### src/rtl/alu_pkg.sv
// Shared definitions for the execute sequencer: op codes, instruction layout, FSM states.
// No logic. Latency: n/a. Backpressure: n/a.
// Field positions document the packed layout of instr_t for code that slices raw words.
package alu_pkg;

   localparam logic [2:0] OP_PASS2   = 3'd0;
   localparam logic [2:0] OP_PASS1   = 3'd1;
   localparam logic [2:0] OP_ADD     = 3'd2;
   localparam logic [2:0] OP_MUL     = 3'd3;
   localparam logic [2:0] OP_EQ      = 3'd4;
   localparam logic [2:0] OP_LT      = 3'd5;
   localparam logic [2:0] OP_NOT2    = 3'd6;
   localparam logic [2:0] OP_ILLEGAL = 3'd7;

   localparam int OP_LSB  = 13;
   localparam int RD_LSB  = 9;
   localparam int RS1_LSB = 5;
   localparam int RS2_LSB = 1;
   localparam int WB_BIT  = 0;

   typedef struct packed {
      logic [2:0] op;
      logic [3:0] rd;
      logic [3:0] rs1;
      logic [3:0] rs2;
      logic       wb_en;
   } instr_t;

   typedef enum logic [1:0] {
      IDLE = 2'd0,
      READ = 2'd1,
      EXEC = 2'd2,
      WB   = 2'd3
   } state_t;

   function automatic logic is_illegal(input logic [2:0] op);
      return op == OP_ILLEGAL;
   endfunction

endpackage

### src/rtl/regfile_2r1w.sv
// Register file with two async read ports and one sync write port; entry 0 reads as zero.
// Latency: reads combinational, writes visible the cycle after the write edge.
// Backpressure: none, a write is taken whenever we is high.
module regfile_2r1w #(
   parameter int AW = 4,
   parameter int DW = 32
) (
   input  logic          clk,
   input  logic          rst,
   input  logic          we,
   input  logic [AW-1:0] waddr,
   input  logic [DW-1:0] wdata,
   input  logic [AW-1:0] raddr1,
   output logic [DW-1:0] rdata1,
   input  logic [AW-1:0] raddr2,
   output logic [DW-1:0] rdata2
);

   logic [DW-1:0] mem [2**AW];

   always_ff @(posedge clk) begin
      if (rst) begin
         for (int i = 0; i < 2**AW; i++) mem[i] <= '0;
      end else if (we && (waddr != '0)) begin
         mem[waddr] <= wdata;
      end
   end

   assign rdata1 = (raddr1 == '0) ? '0 : mem[raddr1];
   assign rdata2 = (raddr2 == '0) ? '0 : mem[raddr2];

endmodule

### src/rtl/alu_exec_seq.sv
// Execute sequencer: reads two registers, drives an external ALU, writes the result back.
// Latency: accept edge T -> done in the cycle after edge T+2, writeback at edge T+3.
// Backpressure: in_ready only in IDLE with no host load pending; one instruction per 4 cycles.
module alu_exec_seq
   import alu_pkg::*;
#(
   parameter int REG_AW  = 4,
   parameter int INSTR_W = 16
) (
   input  logic               clk,
   input  logic               rst,
   input  logic               in_valid,
   input  logic [INSTR_W-1:0] in_instr,
   output logic               in_ready,
   input  logic               ld_we,
   input  logic [REG_AW-1:0]  ld_addr,
   input  logic [31:0]        ld_data,
   output logic [2:0]         alu_op,
   output logic [31:0]        alu_in1,
   output logic [31:0]        alu_in2,
   input  logic [31:0]        alu_out,
   output logic               done,
   output logic [31:0]        result,
   output logic               err
);

   state_t      state_q, state_d;
   instr_t      in_f, instr_q;
   logic        accept;
   logic        rf_we;
   logic [REG_AW-1:0] rf_waddr;
   logic [31:0] rf_wdata;
   logic [31:0] rdata1, rdata2;

   assign in_f     = instr_t'(in_instr);
   assign in_ready = (state_q == IDLE) & ~ld_we;
   assign accept   = in_valid & in_ready;

   always_comb begin
      state_d = state_q;
      case (state_q)
         IDLE:    if (accept && !is_illegal(in_f.op)) state_d = READ;
         READ:    state_d = EXEC;
         EXEC:    state_d = WB;
         WB:      state_d = IDLE;
         default: state_d = IDLE;
      endcase
   end

   always_ff @(posedge clk) begin
      if (rst) state_q <= IDLE;
      else     state_q <= state_d;
   end

   always_ff @(posedge clk) begin
      if (rst) begin
         instr_q <= '0;
         alu_op  <= '0;
         alu_in1 <= '0;
         alu_in2 <= '0;
         result  <= '0;
         done    <= 1'b0;
         err     <= 1'b0;
      end else begin
         // Illegal ops are consumed by the handshake but never leave IDLE.
         err  <= accept & is_illegal(in_f.op);
         done <= (state_q == EXEC);
         if (accept && !is_illegal(in_f.op)) instr_q <= in_f;
         if (state_q == READ) begin
            alu_op  <= instr_q.op;
            alu_in1 <= rdata1;
            alu_in2 <= rdata2;
         end
         if (state_q == EXEC) result <= alu_out;
      end
   end

   // Host loads only land in IDLE; writeback owns the port in WB.
   always_comb begin
      rf_we    = 1'b0;
      rf_waddr = ld_addr;
      rf_wdata = ld_data;
      if (state_q == IDLE) begin
         rf_we = ld_we;
      end else if (state_q == WB) begin
         rf_we    = instr_q.wb_en & (instr_q.rd != '0);
         rf_waddr = REG_AW'(instr_q.rd);
         rf_wdata = result;
      end
   end

   regfile_2r1w #(
      .AW (REG_AW),
      .DW (32)
   ) u_rf (
      .clk    (clk),
      .rst    (rst),
      .we     (rf_we),
      .waddr  (rf_waddr),
      .wdata  (rf_wdata),
      .raddr1 (REG_AW'(instr_q.rs1)),
      .rdata1 (rdata1),
      .raddr2 (REG_AW'(instr_q.rs2)),
      .rdata2 (rdata2)
   );

endmodule

### config.mk
export PLATFORM = sky130hd
export DESIGN_NAME = alu_exec_seq
export DESIGN_NICKNAME = d
export VERILOG_FILES = /design/src/rtl/alu_pkg.sv /design/src/rtl/regfile_2r1w.sv /design/src/rtl/alu_exec_seq.sv
export SDC_FILE = /design/constraint.sdc
export NUM_CORES = 1
export LEC_CHECK = 0
export BUFFER_PORTS_ARGS = -buffer_cell sky130_fd_sc_hd__clkbuf_2
export CAP_MARGIN = 0
export CORE_MARGIN = 10
export CORE_UTILIZATION = 40
export DETAILED_ROUTE_END_ITERATION = 10
export PLACE_DENSITY = 0.6
export SLEW_MARGIN = 0
export SYNTH_ARGS = -nofsm -noshare
export SYNTH_HDL_FRONTEND = slang
export SYNTH_HIERARCHICAL = 1
export SYNTH_SLANG_ARGS = --single-unit
### constraint.sdc
create_clock -name clk -period 3.2 [get_ports clk]
set_input_delay 0.32 -clock clk [delete_from_list [all_inputs] [get_ports clk]]
set_output_delay 0.32 -clock clk [all_outputs]
set_load 0.05 [all_outputs]
==> results of run 1 <==
==> worst max-delay path: cells and delay by family (launching register included) <==
family                   cells  cell delay (ns)
AND/OR/NAND/NOR              4             0.98
buffers and inverters        3             0.47
multiplexers                 1             0.41
flip-flops                   1             0.34
adder cells (fa/ha/maj)      1             0.30
==> cells by family (layout without fill, tap and decap cells) <==
group / after synthesis / after routing / share of synthesized area (%)
AND/OR/NAND/NOR: 770 / 770 / 14.29
flip-flops: 600 / 600 / 55.40
multiplexers: 437 / 437 / 21.37
buffers and inverters: 219 / 445 / 3.295
AO/OA/AOI/OAI: 200 / 200 / 5.470
adder cells (fa/ha/maj): 4 / 4 / 0.1648
other: 1 / 2 / 0.01235
==> registers in the layout, summed over array words and instances, names as in the netlist <==
| signal | count |
|---|---|
| err | 1 |
| alu_op | 3 |
| result | 32 |
| alu_in1 | 32 |
| alu_in2 | 32 |
| state_q | 2 |
| u_rf/mem | 481 |
| done | 1 |
| instr_q | 16 |
==> repair_timing <==
| item | CTS | global route |
|---|---|---|
| hold endpoints to repair | 47 | 0 |
| setup endpoints to repair | 0 | 0 |
| hold buffers | 47 | 0 |
==> how the worst max path moves through the flow <==
stage                          start               end  cells after the start
after floorplan           state_q[0]    u_rf/mem[2][0]                      9
after global placement    state_q[0]  u_rf/mem[12][24]                     10
after detailed placement  state_q[1]   u_rf/mem[4][19]                      9
after CTS                 state_q[1]   u_rf/mem[4][20]                      9
after global routing      state_q[0]   u_rf/mem[4][20]                     10
final                     state_q[1]   u_rf/mem[4][20]                      9
==> per-stage QoR <==
step	power [µW]	cells	utilization, %
global placement	13330	3253	43.50
floorplan	12080	2231	-
finish	21110	3427	47.12
CTS	21280	3426	47.12
global route	21870	3426	47.12
detailed placement	13400	3253	43.50
==> layer usage <==
layer  wire (µm)  vias up  track usage, %
met5          13        -               0
li1            -     8698               -
met1       39220    10380           28.75
met2       46110      950           36.08
met3        7275      179           3.540
met4        2474        2           6.649
==> power by group <==
group,internal (µW),total [µW],switching [µW]
clock,4610,7840,3230
sequential,8890,9230,342
combinational,1570,4040,2460
==> cells in the final DEF, fill, tap and decap left out, types with 5 or more instances in the layout <==
master         instances
o22ai_1               33
clkbuf_2             188
o31a_1                29
clkbuf_8               6
nor2_1               135
clkbuf_1              15
clkinv_2              14
nand2b_1               5
clkinv_1               8
nor2_2                12
mux2_1                14
buf_12                25
a221oi_1              32
dlygate4sd3_1         47
and2_1               480
nor2b_1               37
nand2_1               35
a221o_1               32
buf_4                 53
mux2_2                87
dfxtp_1              111
inv_1                  5
nor3_1                34
or2_2                 15
mux2i_1              177
o22a_1                29
clkbuf_16             74
edfxtp_1             481
mux4_2               159
a22oi_1               29
==> final cells by class <==
class	count	area share [%]
diodes	1	0.007097
repair buffers	313	6.551
flip-flops and latches	600	47.78
multi-input cells	1412	35.81
clock inverters	31	0.7062
well taps	969	3.439
inverters	6	0.06388
clock buffers	95	5.646
==> impl_metrics.csv, run 1 <==
group,metric,value,unit
status,status,"finished, final reports clean",
timing,worst_slew_margin_rel,16.46,%
synthesis,syn_nets,2323,
global_routing,grt_usage,21.68,%
timing,worstMarginPinSlew,1.251,ns
clock_tree,postCtsResizedCells,0,
setup_path,arrival,3.13,ns
die,io_pins,190,
synthesis,synthCells,2231,
route,drt_iter0_drc,2015,
route,viasPerCell,5.896,
finish,drive_gt1_share,27.15,%
synthesis,synth_top_area_share,47.55,%
worst_hold_path,hold_start,"in_instr[14]",
clock_tree,clock-sinks,600,
finish,syn2layout_area_growth,16.08,%
clock_tree,clockBufferDepth,3,
place,pre_cts_ws,0.3788,ns
synthesis,avgSynthCellArea,13.61,µm²
die,initial_core_util,40.60,%
route,drtPass1Iterations,6,
route,wl,95090,µm
clock_tree,worstSkewPairLatency,0.61,ns
die,std_cell_rows,100,
synthesis,synth_edf_count,481,
synthesis,yosysSeqAreaShare,55.40,%
timing,setup_tns,0,ns
setup_path,critPathMaxStageDelay,0.42,ns
flow_run,cap_violations,0,
route,post-route-drc-count,0,
synthesis,synth_area_leader_cell,"edfxtp_1",
place,io_buffers,189,
global_routing,grt_pass1_wl,141600,µm
global_routing,grt_start_max_net_pins,66,
clock_tree,cts_buffers,70,
die,die_y,295.6,µm
power,vdd_drop_max,0.3730,mV
clock_tree,clkTransAtPathRegs,0.06,ns
worst_hold_path,holdCritPathClass,"in -> reg",
timing,grt_setup_unrepaired,"no",
place,gp_congestion,0.8481,
global_routing,grt_pass1_vias,21300,
timing,fin_crit,2.831,ns
setup_path,cp_max_fo,19,
timing,setup_violations,0,
die,die_w,295.6,µm
setup_path,cp-start-kind,"flip-flop",
setup_path,reg2reg_to,"u_rf/mem[4][20]",
setup_path,critical-path-slowest-cell,"or2_2",
worst_hold_path,holdPathStages,2,
synthesis,synthArstFlopShare,0,%
finish,nFillCells,6532,
synthesis,yosys_warnings,6,
route,wl_per_cell,27.75,µm
global_routing,grt_overflow,0,
synthesis,netlist_top_cells_count,"481 x and2_1, 481 x edfxtp_1, 177 x mux2i_1, 159 x mux4_2, 147 x nor2_1",
timing,fin_ws,0.3692,ns
worst_hold_path,hold-path-endpoint,"instr_q[14]",
clock_tree,ctsRootBufferMaster,"clkbuf_16",
timing,timing.hold.ws,0.03255,ns
setup_path,r2r_slack,0.37,ns
setup_path,cp-end-kind,"flip-flop",
clock_tree,ctsHtreeMaxLevel,3,
global_routing,antenna_found_initial,6,
power,p_per_area,598.8,nW/µm²
finish,seqCellArea,16850,µm²
synthesis,synthDistinctLibCells,46,
setup_path,crit_chain,"inv_1, ha_1, inv_2, nand2_4, mux2_2, nand2b_1, nor2_2, or2_2, buf_12",
synthesis,yosys_most_used_dff,"edfxtp_1",
route,ant_nets,0,
place,dp_hpwl,59560,µm
die,core,74820,µm²
setup_path,cp.required,3.50,ns
synthesis,ys_ff_latch,600,
finish,multiInputGateArea,12630,µm²
timing,fmax,0.3533,GHz
die,die_area,87360,µm²
place,placed_area,32550,µm²
setup_path,reg2regPathDepth,9,
power,p_leak,0.01277,µW
timing,final_max_slew_viol_count,0,
route,vias,20200,
clock_tree,postCtsSetupBuffers,0,
setup_path,path_class,"reg -> reg",
synthesis,syn_area,30370,µm²
setup_path,r2r-start,"state_q[1]",
synthesis,synthTopCellsByArea,"edfxtp_1 48%, mux4_2 12%, and2_1 9.9%",
timing,hold_viol,0,
finish,design_area,35260,µm²
timing,skew,0.02305,ns
timing,fin_crit_sh,88.46,%
finish,fin_nets,2495,
clock_tree,cts_tree,"yes",
No activity file was read; power rests on OpenSTA's default activity.
==> run 2, diff against run 1 <==
Settings changed: CELL_PAD_IN_SITES_DETAIL_PLACEMENT from default to 0, CELL_PAD_IN_SITES_GLOBAL_PLACEMENT from default to 1, CORE_MARGIN 10 to 3, PLACE_DENSITY 0.6 to default, PLACE_DENSITY_LB_ADDON from default to 0.1.
==> run 2 against run 1 <==
  * Die area down 9.2%
  * Power up 0.80%
  * Core utilization up 0.38 points
  * Clock power up 1%
  * Clock skew up 0.0035 ns
  * Sequential share of layout area down 0.38 points
  * Flip-flop and latch count unchanged
  * Global-route usage up 3.5 points
  * Sequential power about the same
  * Non-clock buffer count up 17
  * Routed wire length up 5.0%
  * Clock-buffer cell count up 2
==> impl_metrics.csv, run 2 (synthesis gave the netlist of run 1 again) <==
group,metric,value,unit
global_routing,grt_start_max_net_pins,64,
route,wl_met3,6353,µm
setup_path,path_class,"reg -> reg",
setup_path,cpLargestDelayFamily,"simple AND/OR/NAND/NOR gates",
timing,skew,0.02651,ns
global_routing,antenna_found_initial,4,
power,p_per_area,598.8,nW/µm²
clock_tree,postCtsSetupBuffers,0,
finish,final_common_cell,"edfxtp_1",
finish,fin_nets,2514,
finish,largest-register,"u_rf/mem",
clock_tree,cts_buffers,72,
timing,setup_tns,0,ns
timing,hold_viol,0,
place,gp_congestion,0.8133,
timing,worst_slew_margin_rel,39.93,%
finish,finish.utilization,47.50,%
place,io_buffers,189,
clock_tree,hold_buffers,48,
route,drtPass1Iterations,5,
route,highest_layer,"met4",
clock_tree,worstSkewPairLatency,0.61,ns
route,post-route-drc-count,0,
route,vias,20030,
die,std_cell_rows,100,
route,wl_per_cell,28.93,µm
setup_path,crit_chain,"inv_1, ha_1, inv_2, nand2_4, mux2_1, nand3b_1, nor3_2, or2_2, buf_12",
route,wl_met1,43150,µm
die,initial_core_util,40.60,%
setup_path,cp-start-kind,"flip-flop",
route,ant_nets,0,
setup_path,critPathBufInv,3,
route,wl_met2,47950,µm
clock_tree,ctsRootBufferMaster,"clkbuf_16",
route,drt_iter0_drc,1868,
flow_run,cap_violations,0,
power,vdd_drop_max,0.3150,mV
clock_tree,cts_tree,"yes",
worst_hold_path,holdCritPathClass,"in -> reg",
finish,largest_reg_flops,481,
setup_path,cp.required,3.48,ns
clock_tree,clock-sinks,600,
global_routing,grt_usage,25.17,%
setup_path,cp-startpoint,"state_q[0]",
place,dp_hpwl,62290,µm
power,p_leak,0.01291,µW
timing,grt_setup_unrepaired,"no",
finish,nFillCells,6578,
die,die_y,281.6,µm
setup_path,r2r-start,"state_q[0]",
die,core,74820,µm²
timing,fin_crit,2.790,ns
finish,syn2layout_area_growth,17.02,%
finish,final_cell_mix,"481 x edfxtp_1, 480 x and2_1, 188 x clkbuf_2",
setup_path,critical-path-slowest-cell,"dfxtp_1",
die,io_pins,190,
clock_tree,ctsHtreeMaxLevel,3,
die,die_w,281.6,µm
timing,fin_crit_sh,87.18,%
clock_tree,postCtsResizedCells,0,
clock_tree,clkTransAtPathRegs,0.06,ns
timing,final_max_slew_viol_count,0,
finish,drive_gt1_share,27.50,%
global_routing,grt_pass1_wl,144200,µm
route,viasPerCell,5.804,
global_routing,grt_pass1_vias,20350,
setup_path,cp-end-kind,"flip-flop",
status,status,"finished, final reports clean",
setup_path,critPathMaxStageDelay,0.42,ns
global_routing,grt_overflow,0,
timing,setup_violations,0,
setup_path,cp_max_fo,16,
setup_path,arrival,3.07,ns
die,die_area,79280,µm²
route,wl,99820,µm
timing,fmax,0.3584,GHz
worst_hold_path,hold_start,"in_valid",
clock_tree,clockBufferDepth,3,
timing,worstMarginPinSlew,0.9001,ns
-- run 2: power by group --
group	switching (µW)	leakage (µW)	internal (µW)
Combinational	2500	0.00586	1610
Clock	3230	0.00111	4680
Sequential	363	0.00594	8890
Total	6100	0.0129	15200
-- run 2: area by class of cell --
type                    instances  area (µm²)  area share (%)
clock buffers                  97        1989           5.597
repair buffers                330        2552           7.181
inverters                       6       22.52         0.06336
clock inverters                35       275.3          0.7744
diodes                          2       5.005         0.01408
multi-input cells            1412       12640           35.56
well taps                     969        1212           3.411
flip-flops and latches        600       16850           47.40
-- run 2: tightest hold or removal path, stage by stage --
cell,delay [ns]
clkbuf_2,0.12
nand3b_4,0.12
nor3_1,0.06
-- run 2: worst paths after layout --
path | endpoint | slack (ns) | cells past startpoint
hold reg to reg | instr_q[0] | 0.48 | 2
setup reg to reg | u_rf/mem[2][26] | 0.41 | 9
hold / removal | err | 0.08 | 3
setup / recovery | u_rf/mem[2][26] | 0.41 | 9
-- run 2: metrics by stage --
step	cells	hold slack, ns	setup slack [ns]	cell area (µm²)	power (µW)
after floorplan	2231	0.4314	0.3791	30370	12080
after global placement	3269	0.4711	0.4495	32790	13460
after detailed placement	3269	0.4819	0.4314	32790	13510
after CTS	3449	0.05022	0.4052	35540	21520
after global routing	3449	0.07407	0.2060	35540	22050
final	3451	0.07774	0.4101	35540	21280
-- run 2: routing by layer --
layer | track usage [%] | vias up
met5 | 0 | -
met4 | 6.450 | 0
met3 | 3.643 | 163
met2 | 41.57 | 802
met1 | 35.11 | 10320
li1 | - | 8743
